`src/rtl/bmem_arbiter_pkg.sv`:
```
// Shared types and constants for the burst-memory arbiter.
package bmem_arbiter_pkg;

  localparam int LINE_BITS  = 256;
  localparam int BEAT_BITS  = 64;
  localparam int BEATS      = LINE_BITS / BEAT_BITS;
  localparam int BEAT_CNT_W = 2;
  localparam int LINE_OFS_W = 5;

  localparam logic [BEAT_CNT_W-1:0] LAST_BEAT = BEAT_CNT_W'(BEATS - 1);

  typedef enum logic [2:0] {
    ST_IDLE    = 3'd0,
    ST_RD_CMD  = 3'd1,
    ST_RD_DATA = 3'd2,
    ST_WR_DATA = 3'd3,
    ST_WR_ACK  = 3'd4,
    ST_DONE    = 3'd5
  } state_e;

  typedef enum logic {
    GNT_I = 1'b0,
    GNT_D = 1'b1
  } gnt_e;

  // Next beat slot, wrapping from the last slot back to 0.
  function automatic logic [BEAT_CNT_W-1:0] beat_inc(input logic [BEAT_CNT_W-1:0] k);
    return k + 1'b1;
  endfunction

endpackage

```
`src/rtl/bmem_arbiter_line_deserializer.sv`:
```
// Beat counter plus line register: assembles read beats into a line and
// slices a latched writeback line back into beats.
module line_deserializer
  import bmem_arbiter_pkg::*;
#(
  parameter int LINE_W = LINE_BITS,
  parameter int BEAT_W = BEAT_BITS
) (
  input  logic                  clk,
  input  logic                  rst_n,
  input  logic                  load_en,
  input  logic [LINE_W-1:0]     load_line,
  input  logic                  clr_en,
  input  logic                  cap_en,
  input  logic [BEAT_W-1:0]     cap_beat,
  input  logic                  adv_en,
  input  logic [BEAT_CNT_W-1:0] slice_idx,
  output logic [BEAT_W-1:0]     slice_beat,
  output logic [LINE_W-1:0]     line,
  output logic [BEAT_CNT_W-1:0] cnt,
  output logic                  last_beat
);

  localparam int NB = LINE_W / BEAT_W;

  logic [NB-1:0][BEAT_W-1:0] line_q, line_d;
  logic [BEAT_CNT_W-1:0]     cnt_q, cnt_d;

  // Load wins over capture/advance; a capture writes the slot the counter points at.
  always_comb begin
    line_d = line_q;
    cnt_d  = cnt_q;
    if (load_en) begin
      line_d = load_line;
      cnt_d  = '0;
    end else if (clr_en) begin
      cnt_d = '0;
    end else if (cap_en) begin
      line_d[cnt_q] = cap_beat;
      cnt_d         = beat_inc(cnt_q);
    end else if (adv_en) begin
      cnt_d = beat_inc(cnt_q);
    end
  end

  // Line and counter registers.
  always_ff @(posedge clk or negedge rst_n) begin
    if (!rst_n) begin
      line_q <= '0;
      cnt_q  <= '0;
    end else begin
      line_q <= line_d;
      cnt_q  <= cnt_d;
    end
  end

  assign slice_beat = line_q[slice_idx];
  assign line       = line_q;
  assign cnt        = cnt_q;
  assign last_beat  = (cnt_q == LAST_BEAT);

endmodule

```
`src/rtl/bmem_arbiter.sv`:
```
// Arbitrates I-cache and D-cache line requests onto a single burst memory.
//
// state      | meaning
// -----------+--------------------------------------------------------
// ST_IDLE    | sample requests, grant one, latch address/id/wdata
// ST_RD_CMD  | bmem_read high for this single cycle
// ST_RD_DATA | collect four read beats on bmem_resp (gaps allowed)
// ST_WR_DATA | four back-to-back write beats
// ST_WR_ACK  | wait for the write acknowledge
// ST_DONE    | one-cycle completion pulse to the granted side
module bmem_arbiter
  import bmem_arbiter_pkg::*;
#(
  parameter int ADDR_W = 32,
  parameter int LINE_W = LINE_BITS,
  parameter int BEAT_W = BEAT_BITS
) (
  input  logic              clk,
  input  logic              rst_n,
  input  logic [ADDR_W-1:0] i_addr,
  input  logic              i_read,
  output logic [LINE_W-1:0] i_rdata,
  output logic              i_resp,
  input  logic [ADDR_W-1:0] d_addr,
  input  logic              d_read,
  input  logic              d_write,
  input  logic [LINE_W-1:0] d_wdata,
  output logic [LINE_W-1:0] d_rdata,
  output logic              d_resp,
  output logic [ADDR_W-1:0] bmem_address,
  output logic              bmem_read,
  output logic              bmem_write,
  output logic [BEAT_W-1:0] bmem_wdata,
  input  logic [BEAT_W-1:0] bmem_rdata,
  input  logic              bmem_resp,
  output logic              busy
);

  localparam logic [ADDR_W-1:0] LINE_MASK =
    {{(ADDR_W - LINE_OFS_W){1'b1}}, {LINE_OFS_W{1'b0}}};

  state_e              state_q, state_d;
  // Owner of the current transfer; it is also the "last granted" side for
  // round-robin, since both change only at grant time.
  gnt_e                gnt_q, gnt_d;
  logic [ADDR_W-1:0]   addr_q, addr_d;
  logic                rd_q, rd_d;
  logic                wr_q, wr_d;
  logic [BEAT_W-1:0]   wdata_q, wdata_d;
  logic                i_resp_q, i_resp_d;
  logic                d_resp_q, d_resp_d;
  logic                busy_q, busy_d;

  logic                  ds_load, ds_clr, ds_cap, ds_adv;
  logic [BEAT_CNT_W-1:0] ds_idx, ds_cnt;
  logic [BEAT_W-1:0]     ds_slice;
  logic [LINE_W-1:0]     ds_line;
  logic                  ds_last;

  logic                  d_req, pick_d;
  logic [ADDR_W-1:0]     req_addr;

  // On a tie the side that did not win last time is granted.
  assign d_req    = d_read | d_write;
  assign pick_d   = d_req & (~i_read | (gnt_q == GNT_I));
  assign req_addr = (pick_d ? d_addr : i_addr) & LINE_MASK;

  // Slice for the beat that goes out on the next cycle.
  assign ds_idx   = beat_inc(ds_cnt);

  line_deserializer #(
    .LINE_W (LINE_W),
    .BEAT_W (BEAT_W)
  ) u_line (
    .clk        (clk),
    .rst_n      (rst_n),
    .load_en    (ds_load),
    .load_line  (d_wdata),
    .clr_en     (ds_clr),
    .cap_en     (ds_cap),
    .cap_beat   (bmem_rdata),
    .adv_en     (ds_adv),
    .slice_idx  (ds_idx),
    .slice_beat (ds_slice),
    .line       (ds_line),
    .cnt        (ds_cnt),
    .last_beat  (ds_last)
  );

  // Next-state, grant and registered-output decode.
  always_comb begin
    state_d  = state_q;
    gnt_d    = gnt_q;
    addr_d   = addr_q;
    rd_d     = 1'b0;
    wr_d     = 1'b0;
    wdata_d  = '0;
    i_resp_d = 1'b0;
    d_resp_d = 1'b0;
    ds_load  = 1'b0;
    ds_clr   = 1'b0;
    ds_cap   = 1'b0;
    ds_adv   = 1'b0;

    case (state_q)
      ST_IDLE: begin
        if (i_read || d_req) begin
          gnt_d  = pick_d ? GNT_D : GNT_I;
          addr_d = req_addr;
          // Writeback takes priority over fill when both are raised.
          if (pick_d && d_write) begin
            state_d = ST_WR_DATA;
            wr_d    = 1'b1;
            wdata_d = d_wdata[BEAT_W-1:0];
            ds_load = 1'b1;
          end else begin
            state_d = ST_RD_CMD;
            rd_d    = 1'b1;
            ds_clr  = 1'b1;
          end
        end
      end

      ST_RD_CMD: begin
        state_d = ST_RD_DATA;
      end

      ST_RD_DATA: begin
        if (bmem_resp) begin
          ds_cap = 1'b1;
          if (ds_last) begin
            state_d  = ST_DONE;
            i_resp_d = (gnt_q == GNT_I);
            d_resp_d = (gnt_q == GNT_D);
          end
        end
      end

      ST_WR_DATA: begin
        ds_adv = 1'b1;
        if (ds_last) begin
          state_d = ST_WR_ACK;
        end else begin
          wr_d    = 1'b1;
          wdata_d = ds_slice;
        end
      end

      ST_WR_ACK: begin
        if (bmem_resp) begin
          state_d  = ST_DONE;
          i_resp_d = (gnt_q == GNT_I);
          d_resp_d = (gnt_q == GNT_D);
        end
      end

      ST_DONE: begin
        state_d = ST_IDLE;
      end

      default: begin
        state_d = ST_IDLE;
      end
    endcase

    busy_d = (state_d != ST_IDLE);
  end

  // FSM state and registered outputs.
  always_ff @(posedge clk or negedge rst_n) begin
    if (!rst_n) begin
      state_q  <= ST_IDLE;
      gnt_q    <= GNT_I;
      addr_q   <= '0;
      rd_q     <= 1'b0;
      wr_q     <= 1'b0;
      wdata_q  <= '0;
      i_resp_q <= 1'b0;
      d_resp_q <= 1'b0;
      busy_q   <= 1'b0;
    end else begin
      state_q  <= state_d;
      gnt_q    <= gnt_d;
      addr_q   <= addr_d;
      rd_q     <= rd_d;
      wr_q     <= wr_d;
      wdata_q  <= wdata_d;
      i_resp_q <= i_resp_d;
      d_resp_q <= d_resp_d;
      busy_q   <= busy_d;
    end
  end

  assign bmem_address = addr_q;
  assign bmem_read    = rd_q;
  assign bmem_write   = wr_q;
  assign bmem_wdata   = wdata_q;
  assign i_resp       = i_resp_q;
  assign d_resp       = d_resp_q;
  assign busy         = busy_q;
  // Both sides see the shared line register; only the pulsed side's copy matters.
  assign i_rdata      = ds_line;
  assign d_rdata      = ds_line;

endmodule
```
`config.mk`:
```
export PLATFORM = sky130hd
export DESIGN_NAME = bmem_arbiter
export DESIGN_NICKNAME = d
export VERILOG_FILES = /design/src/rtl/bmem_arbiter_pkg.sv /design/src/rtl/bmem_arbiter_line_deserializer.sv /design/src/rtl/bmem_arbiter.sv
export SDC_FILE = /design/constraint.sdc
export NUM_CORES = 1
export LEC_CHECK = 0
export BUFFER_PORTS_ARGS = -buffer_cell sky130_fd_sc_hd__buf_2
export CAP_MARGIN = 20
export CORE_AREA = 2 2 396 398
export CTS_CLUSTER_SIZE = 10
export DETAILED_ROUTE_END_ITERATION = 16
export DIE_AREA = 0 0 398 400
export GPL_TIMING_DRIVEN = 0
export PLACE_DENSITY_LB_ADDON = 0.15
export SETUP_SLACK_MARGIN = 0.2
export SLEW_MARGIN = 20
export SYNTH_ARGS = -nofsm -noshare
export SYNTH_HDL_FRONTEND = slang
export SYNTH_SLANG_ARGS = --single-unit
export TNS_END_PERCENT = 100
```
`constraint.sdc`:
```
create_clock -name clk -period 4.1 [get_ports clk]
set_clock_uncertainty 0.2 [all_clocks]
set_input_delay 0.205 -clock clk [delete_from_list [all_inputs] [get_ports clk]]
set_output_delay 0.205 -clock clk [all_outputs]
set_load 0.01 [all_outputs]
```
==> metrics.txt, run 1 <==
# TYPE chip_impl_metric gauge
chip_impl_info{name="grt_setup_unrepaired",value="false"} 1
chip_impl_metric{name="postSynthAreaPerCell",unit="um^2"} 9.98
chip_impl_metric{name="finalSetupViolations",unit=""} 0
chip_impl_metric{name="worst_hold_slack",unit="ps"} 31.0
chip_impl_info{name="setup.worst_path.class",value="flop to flop"} 1
chip_impl_metric{name="final_number_of_hold_violating_endpoints",unit=""} 0
chip_impl_metric{name="edff_count_synth",unit=""} 0
chip_impl_metric{name="floorplan_die_width",unit="um"} 398
chip_impl_info{name="synthFlopType",value="dfrtp_1"} 1
chip_impl_metric{name="post_synth_instance_area",unit="mm^2"} 0.0214
chip_impl_metric{name="cellPowerDensity",unit="mW/mm^2"} 887
chip_impl_metric{name="netlist_instances",unit=""} 2139
chip_impl_metric{name="worst-endpoint-arrival",unit="ps"} 4060
chip_impl_metric{name="detail-route-antenna-nets",unit=""} 0
chip_impl_metric{name="final_util",unit="%"} 23.2
chip_impl_metric{name="nNetsFinal",unit=""} 4084
chip_impl_metric{name="max_slew.worst_pin.slew",unit="ps"} 1050
chip_impl_metric{name="via_per_inst",unit=""} 4.33
chip_impl_info{name="worst_r2r_startpoint",value="u_line.cnt[0]"} 1
chip_impl_metric{name="synth_async_sr_flop_share",unit="%"} 100
chip_impl_metric{name="final_cell_area",unit="mm^2"} 0.0361
chip_impl_metric{name="regToRegSetupSlack",unit="ps"} 350
chip_impl_metric{name="initialDrtViolationCount",unit=""} 1578
chip_impl_info{name="hold_path.class",value="input port to asynchronous set/reset pin"} 1
chip_impl_metric{name="post-cts-setup-buffer-count",unit=""} 0
chip_impl_metric{name="yosysWarnings",unit=""} 0
chip_impl_metric{name="register_area",unit="mm^2"} 0.00896
chip_impl_metric{name="initial_utilization",unit="%"} 13.8
chip_impl_metric{name="post-route-period-util",unit="%"} 91.4
chip_impl_metric{name="die_area",unit="mm^2"} 0.159
chip_impl_metric{name="die_h",unit="um"} 400
chip_impl_info{name="synth_top_cell_by_area",value="dfrtp_1"} 1
chip_impl_metric{name="tritoncts_num_sinks",unit=""} 358
chip_impl_metric{name="worst_skew_pair_later_pin_latency",unit="ps"} 650
chip_impl_metric{name="grtUsageTotal",unit="%"} 21.9
chip_impl_info{name="crit_end_category",value="flop"} 1
chip_impl_metric{name="total_cell_area_at_the_placement_stage",unit="mm^2"} 0.0293
chip_impl_metric{name="multi_input_area",unit="mm^2"} 0.00929
chip_impl_metric{name="final_wirelength",unit="um"} 181000
chip_impl_info{name="r2r-end",value="u_line.line[12]"} 1
chip_impl_metric{name="netlist-cell-type-count",unit=""} 43
chip_impl_info{name="synth.area.top_cells",value="dfrtp_1, buf_4, mux4_2, o31a_1, a21boi_0"} 1
chip_impl_metric{name="synth-seq-cells",unit=""} 358
chip_impl_metric{name="first_global_vias",unit=""} 25700
chip_impl_metric{name="htree_num_levels",unit=""} 2
chip_impl_metric{name="cts_buffer_depth",unit=""} 3
chip_impl_metric{name="dr.pass1.iters",unit=""} 5
chip_impl_info{name="tritoncts",value="done"} 1
chip_impl_metric{name="placement_rows",unit=""} 145
chip_impl_metric{name="grt_first_pass_wirelength",unit="um"} 238000
chip_impl_info{name="outcome",value="finished, final reports clean"} 1
chip_impl_metric{name="pin_count_of_the_biggest_net_entering_global_routing",unit=""} 78
chip_impl_metric{name="fp.coreArea",unit="mm^2"} 0.155
chip_impl_metric{name="portion_of_the_post_synthesis_area_used_by_sequential_elements",unit="%"} 41.9
chip_impl_metric{name="layout.cells.non_filler",unit=""} 5808
chip_impl_metric{name="drc",unit=""} 0
chip_impl_metric{name="post-synth-top-area-fraction",unit="%"} 41.9
chip_impl_info{name="setup.worst_path.start_class",value="flop"} 1
chip_impl_metric{name="via_total_after_detailed_routing",unit=""} 25100
chip_impl_metric{name="num_io_pins",unit=""} 1003
chip_impl_metric{name="drive_above_1_share",unit="%"} 40.9
chip_impl_info{name="cts_root_buf",value="clkbuf_16"} 1
chip_impl_metric{name="vdd_ir_drop_max",unit="V"} 0.000387
chip_impl_metric{name="post-place-cells",unit=""} 5201
chip_impl_metric{name="maximum_achievable_frequency",unit="MHz"} 267
chip_impl_metric{name="wl_per_cell",unit="um"} 31.2
chip_impl_metric{name="detailedPlacementHpwl",unit="um"} 139000
chip_impl_metric{name="port-buffer-count",unit=""} 987
chip_impl_metric{name="worstPathMaxFanout",unit=""} 11
chip_impl_metric{name="area_growth",unit="%"} 68.8
chip_impl_metric{name="worst_r2r_path_depth",unit=""} 9
chip_impl_metric{name="power.leakage",unit="nW"} 16.3
chip_impl_metric{name="layout_min_cycle_time",unit="ps"} 3750
chip_impl_info{name="ys_top_cells_by_count",value="dfrtp_1, buf_4, o21ai_0"} 1
chip_impl_metric{name="cts_inserted_buffers",unit=""} 54
chip_impl_metric{name="fill_cells",unit=""} 17300
chip_impl_metric{name="relSlewSlack",unit="%"} 30.2
chip_impl_metric{name="drv_cap",unit=""} 0
chip_impl_metric{name="grt_antenna_before_repair",unit=""} 38
chip_impl_metric{name="grt_overflow",unit=""} 0
chip_impl_metric{name="clk_transition_reported_paths",unit="ps"} 60
chip_impl_metric{name="worst_ep_required_time",unit="ps"} 4410
chip_impl_metric{name="timing_max_transition_violations_final",unit=""} 0
chip_impl_metric{name="finalWeightedCongestion",unit=""} 0.797
chip_impl_info{name="synthMostInstantiatedCell",value="dfrtp_1"} 1
==> layout make-up <==
cell class / count / area share [%]
Clock inverter: 15 / 0.590
Multi-Input combinational cell: 1282 / 25.8
Tap cell: 2058 / 7.14
Sequential cell: 358 / 24.8
Timing Repair Buffer: 1491 / 28.3
Clock buffer: 84 / 4.45
Antenna cell: 17 / 0.118
Inverter: 4 / 0.0451
Buffer: 499 / 8.72
==> logic make-up after synthesis <==
family          Yosys count  share of synthesized area, %
compound gates          645                          20.8
fa+ha+maj                 4                         0.234
buf+inv                 503                          14.6
flops                   358                          41.9
mux                      92                          8.07
other cells               1                        0.0176
simple gates            536                          14.3
==> timing repair <==
action / CTS / global route
endpoints found under the hold margin: 569 / 0
endpoints found under the setup margin: 0 / 22
resized for setup: 0 / 5
hold buffers: 491 / 0
==> state kept, by name, indices dropped and copies added, names as in the netlist <==
name          count
busy              1
u_line.cnt        2
i_resp            1
bmem_wdata       64
bmem_read         1
u_line.line     256
state_q           3
bmem_write        1
d_resp            1
bmem_address     27
gnt_q             1
==> layer usage <==
layer	up-vias	part of all wire, %	global-route usage (%)
met5	-	0.064	0
met4	18	2.5	5.10
met3	170	6.0	3.87
met2	1032	48	37.3
met1	13000	43	28.6
li1	10900	-	-
==> critical path, cell delays in order (launching register included) <==
cell,delay [ps]
dfrtp_1,430
clkbuf_1,140
buf_2,330
inv_1,170
ha_1,170
clkbuf_2,560
buf_1,550
a21boi_0,190
o31a_1,310
dlygate4sd3_1,560
==> per-stage QoR <==
step | setup slack [ps] | setup TNS (ps) | total power, W
floorplan | 1250 | 0 | 0.0158
global placement | -6530 | -2393920 | 0.0257
detailed placement | 241 | 0 | 0.0259
CTS | 210 | 0 | 0.0325
global route | 217 | 0 | 0.0339
finish | 351 | 0 | 0.0320
==> power breakdown <==
part / switching, W / internal (W) / leakage, nW
registers: 0.00268 / 0.00520 / 4.33
clock network: 0.00203 / 0.00299 / 0.887
logic: 0.0106 / 0.00852 / 11.1
==> how the worst max path moves through the flow <==
stage,from,endpoint
floorplan,u_line.cnt[0],bmem_wdata[12]
detailed placement,gnt_q,u_line.line[131]
global route,u_line.cnt[0],bmem_wdata[12]
CTS,gnt_q,u_line.line[131]
global placement,rst_n,bmem_wdata[44]
finish,u_line.cnt[0],u_line.line[12]
==> placed cells by master, fill, tap and decap left out, drive strengths merged, types with 8 or more instances in the layout <==
master	Yosys	routed
buf	353	1355
dlygate4sd3	0	490
dfrtp	358	358
clkbuf	146	229
o21ai	188	188
or3	130	130
nor3	129	129
a21boi	128	128
and3	128	128
o31a	128	128
nand3	128	128
a31oi	128	128
mux4	64	64
a22o	64	64
mux2i	27	27
diode	0	17
clkinv	1	8
Note: power is estimated with default switching activity, not from simulation.
==> run 2, diff against run 1 <==
--- a/config.mk
+++ b/config.mk
@@ -11,7 +11,8 @@
 export CTS_CLUSTER_SIZE = 10
 export DETAILED_ROUTE_END_ITERATION = 16
 export DIE_AREA = 0 0 398 400
-export GPL_TIMING_DRIVEN = 0
+export GPL_TIMING_DRIVEN = 1
+export HOLD_SLACK_MARGIN = 0.12
 export PLACE_DENSITY_LB_ADDON = 0.15
 export SETUP_SLACK_MARGIN = 0.2
 export SLEW_MARGIN = 20
==> run 2 against run 1 <==
Sequential cell count unchanged. Register-to-register slack improved by 400 ps. Sequential power is 3.9% lower. First-iteration DRC count fell by 27%. Highest routed layer unchanged. Final cell count shrank 6.1%. Largest power group unchanged. Count of clock-buffer cells in the layout down 2. Setup slack better by 400 ps. Combinational power fell by 15%.
==> metrics.txt, run 2 (same netlist as run 1, synthesis figures left out) <==
# TYPE chip_impl_metric gauge
chip_impl_metric{name="layout.cells.non_filler",unit=""} 5452
chip_impl_metric{name="fin_tns_setup",unit="ps"} 0
chip_impl_info{name="outcome",value="finished, final reports clean"} 1
chip_impl_metric{name="max_slew.worst_pin.slew",unit="ps"} 1120
chip_impl_metric{name="clock_power_share",unit="%"} 16.0
chip_impl_metric{name="vdd_ir_drop_max",unit="V"} 0.000472
chip_impl_metric{name="cts_buffer_depth",unit=""} 3
chip_impl_metric{name="final_wirelength",unit="um"} 133000
chip_impl_metric{name="max_reg_flops",unit=""} 256
chip_impl_metric{name="first_global_vias",unit=""} 23800
chip_impl_metric{name="power_switching",unit="W"} 0.0128
chip_impl_metric{name="maximum_achievable_frequency",unit="MHz"} 299
chip_impl_metric{name="critPathMaxStageDelay",unit="ps"} 660
chip_impl_info{name="final_cell_mix",value="buf_2, dlygate4sd3_1, dfrtp_1, o21ai_0, or3_1"} 1
chip_impl_metric{name="initialDrtViolationCount",unit=""} 1154
chip_impl_metric{name="via_total_after_detailed_routing",unit=""} 22900
chip_impl_metric{name="relSlewSlack",unit="%"} 25.6
chip_impl_metric{name="final_number_of_hold_violating_endpoints",unit=""} 0
chip_impl_info{name="path_cells",value="ha_4 > inv_4 > buf_4 > o21ai_0 > a31oi_1 > dlygate4sd3_1"} 1
chip_impl_metric{name="floorplan_die_width",unit="um"} 398
chip_impl_metric{name="placement_rows",unit=""} 145
chip_impl_metric{name="post-route-period-util",unit="%"} 81.7
chip_impl_metric{name="fill_cells",unit=""} 17200
chip_impl_info{name="tritoncts",value="done"} 1
chip_impl_info{name="setup.worst_path.class",value="flop to flop"} 1
chip_impl_info{name="grt_setup_unrepaired",value="false"} 1
chip_impl_metric{name="layout_min_cycle_time",unit="ps"} 3350
chip_impl_metric{name="htree_num_levels",unit=""} 2
chip_impl_info{name="crit_end_category",value="flop"} 1
chip_impl_metric{name="post-place-cells",unit=""} 4756
chip_impl_metric{name="grt_first_pass_wirelength",unit="um"} 184000
chip_impl_metric{name="power.leakage",unit="nW"} 15.0
chip_impl_metric{name="power.internal",unit="W"} 0.0154
chip_impl_metric{name="timing_max_transition_violations_final",unit=""} 0
chip_impl_metric{name="initial_utilization",unit="%"} 13.8
chip_impl_metric{name="cellPowerDensity",unit="mW/mm^2"} 823
chip_impl_metric{name="post-cts-setup-buffer-count",unit=""} 0
chip_impl_metric{name="sw_frac_of_total",unit="%"} 45.4
chip_impl_metric{name="dr.pass1.iters",unit=""} 5
chip_impl_metric{name="wl_per_cell",unit="um"} 24.3
chip_impl_metric{name="worst_skew_pair_later_pin_latency",unit="ps"} 620
chip_impl_metric{name="finalSetupViolations",unit=""} 0
chip_impl_metric{name="detailedPlacementHpwl",unit="um"} 93100
chip_impl_metric{name="worstPathMaxFanout",unit=""} 42
chip_impl_metric{name="via_per_inst",unit=""} 4.21
chip_impl_metric{name="seq_power_share",unit="%"} 26.8
chip_impl_metric{name="detail-route-antenna-nets",unit=""} 0
chip_impl_metric{name="cts_repair_resize_count",unit=""} 0
chip_impl_metric{name="pin_count_of_the_biggest_net_entering_global_routing",unit=""} 128
chip_impl_metric{name="port-buffer-count",unit=""} 987
chip_impl_info{name="slowest_stage",value="ha_4"} 1
chip_impl_metric{name="share_comb_of_total_power",unit="%"} 57.3
chip_impl_metric{name="num_io_pins",unit=""} 1003
chip_impl_metric{name="cts_inserted_buffers",unit=""} 51
chip_impl_metric{name="finalWeightedCongestion",unit=""} 0.809
chip_impl_metric{name="die_area",unit="mm^2"} 0.159
chip_impl_info{name="cts_root_buf",value="clkbuf_16"} 1
chip_impl_metric{name="worst_ep_required_time",unit="ps"} 4400
chip_impl_metric{name="die_h",unit="um"} 400
chip_impl_metric{name="drv_cap",unit=""} 0
chip_impl_metric{name="drc",unit=""} 0
chip_impl_metric{name="grt_overflow",unit=""} 0
chip_impl_metric{name="fp.coreArea",unit="mm^2"} 0.155
chip_impl_metric{name="clk_transition_reported_paths",unit="ps"} 60
chip_impl_metric{name="area_growth",unit="%"} 60.9
chip_impl_info{name="final_common_cell",value="buf_2"} 1
chip_impl_metric{name="tritoncts_num_sinks",unit=""} 358
chip_impl_metric{name="nNetsFinal",unit=""} 3744
chip_impl_metric{name="grt_antenna_before_repair",unit=""} 14
chip_impl_metric{name="worst-endpoint-arrival",unit="ps"} 3650
chip_impl_info{name="setup.worst_path.start_class",value="flop"} 1
chip_impl_metric{name="drive_above_1_share",unit="%"} 35.7
chip_impl_info{name="hold_path.class",value="input port to flop"} 1
chip_impl_metric{name="grtUsageTotal",unit="%"} 15.9
==> run 2: cell type report <==
| type | instances | area [um^2] | share of cell area [%] |
|---|---|---|---|
| inverters | 4 | 20.0 | 0.0583 |
| clock inverters | 7 | 66.3 | 0.193 |
| flip-flops and latches | 358 | 8960 | 26.1 |
| well taps | 2058 | 2570 | 7.50 |
| repair buffers | 1653 | 11800 | 34.2 |
| diodes | 8 | 20.0 | 0.0583 |
| multi-input cells | 1282 | 9400 | 27.4 |
| clock buffers | 82 | 1560 | 4.53 |
==> run 2: metrics by stage <==
stage          cell area (um^2)  worst slack (ps)  total power, W  utilization [%]  hold slack (ps)
3_3_place_gp              26700              1260          0.0218             17.2             99.8
5_1_grt                   34300               625          0.0301             22.1              155
4_1_cts                   34300               709          0.0287             22.1              123
3_5_place_dp              26700              1260          0.0217             17.2              101
6_report                  34400               751          0.0283             22.1              182
2_1_floorplan             21400              1250          0.0158                -             -291
==> run 2: metal layers <==
| metal | track usage, % | routed length (um) |
|---|---|---|
| met4 | 4.95 | 4210 |
| met2 | 26.7 | 63800 |
| met1 | 20.3 | 56800 |
| met5 | 0 | 28 |
| met3 | 3.18 | 7700 |
==> run 2: final timing paths <==
check                                         to  slack, ps  cells after the start          start
min in group asynchronous         bmem_wdata[58]        670                      4          rst_n
max in group asynchronous        u_line.line[14]       2450                      5          rst_n
worst min register to register            i_resp        410                      1          gnt_q
worst min-delay path                   bmem_read        180                      3         i_read
worst max register to register  u_line.line[228]        750                      6  u_line.cnt[0]
worst max-delay path            u_line.line[228]        750                      6  u_line.cnt[0]
==> run 2: power by group through the flow <==
stage	combinational, W	sequential, W	clock, W
after floorplan	0.00858	0.00718	0
after CTS	0.0164	0.00765	0.00469
after detailed placement	0.0140	0.00769	0
after global placement	0.0141	0.00766	0
final	0.0162	0.00757	0.00451
after global routing	0.0175	0.00779	0.00480
==> run 2: repair_timing <==
| action | in CTS | in global routing |
|---|---|---|
| endpoints found under the setup margin | 0 | 0 |
| hold buffers | 599 | 0 |
| hold endpoints to repair | 693 | 0 |
==> run 2: worst max-delay path, delay by kind of cell, from the launching register on <==
family                   cells  cell delay (ps)
buffers and inverters        3             1480
flip-flops                   1              530
AO/OA/AOI/OAI                2              330
adder cells (fa/ha/maj)      1              660
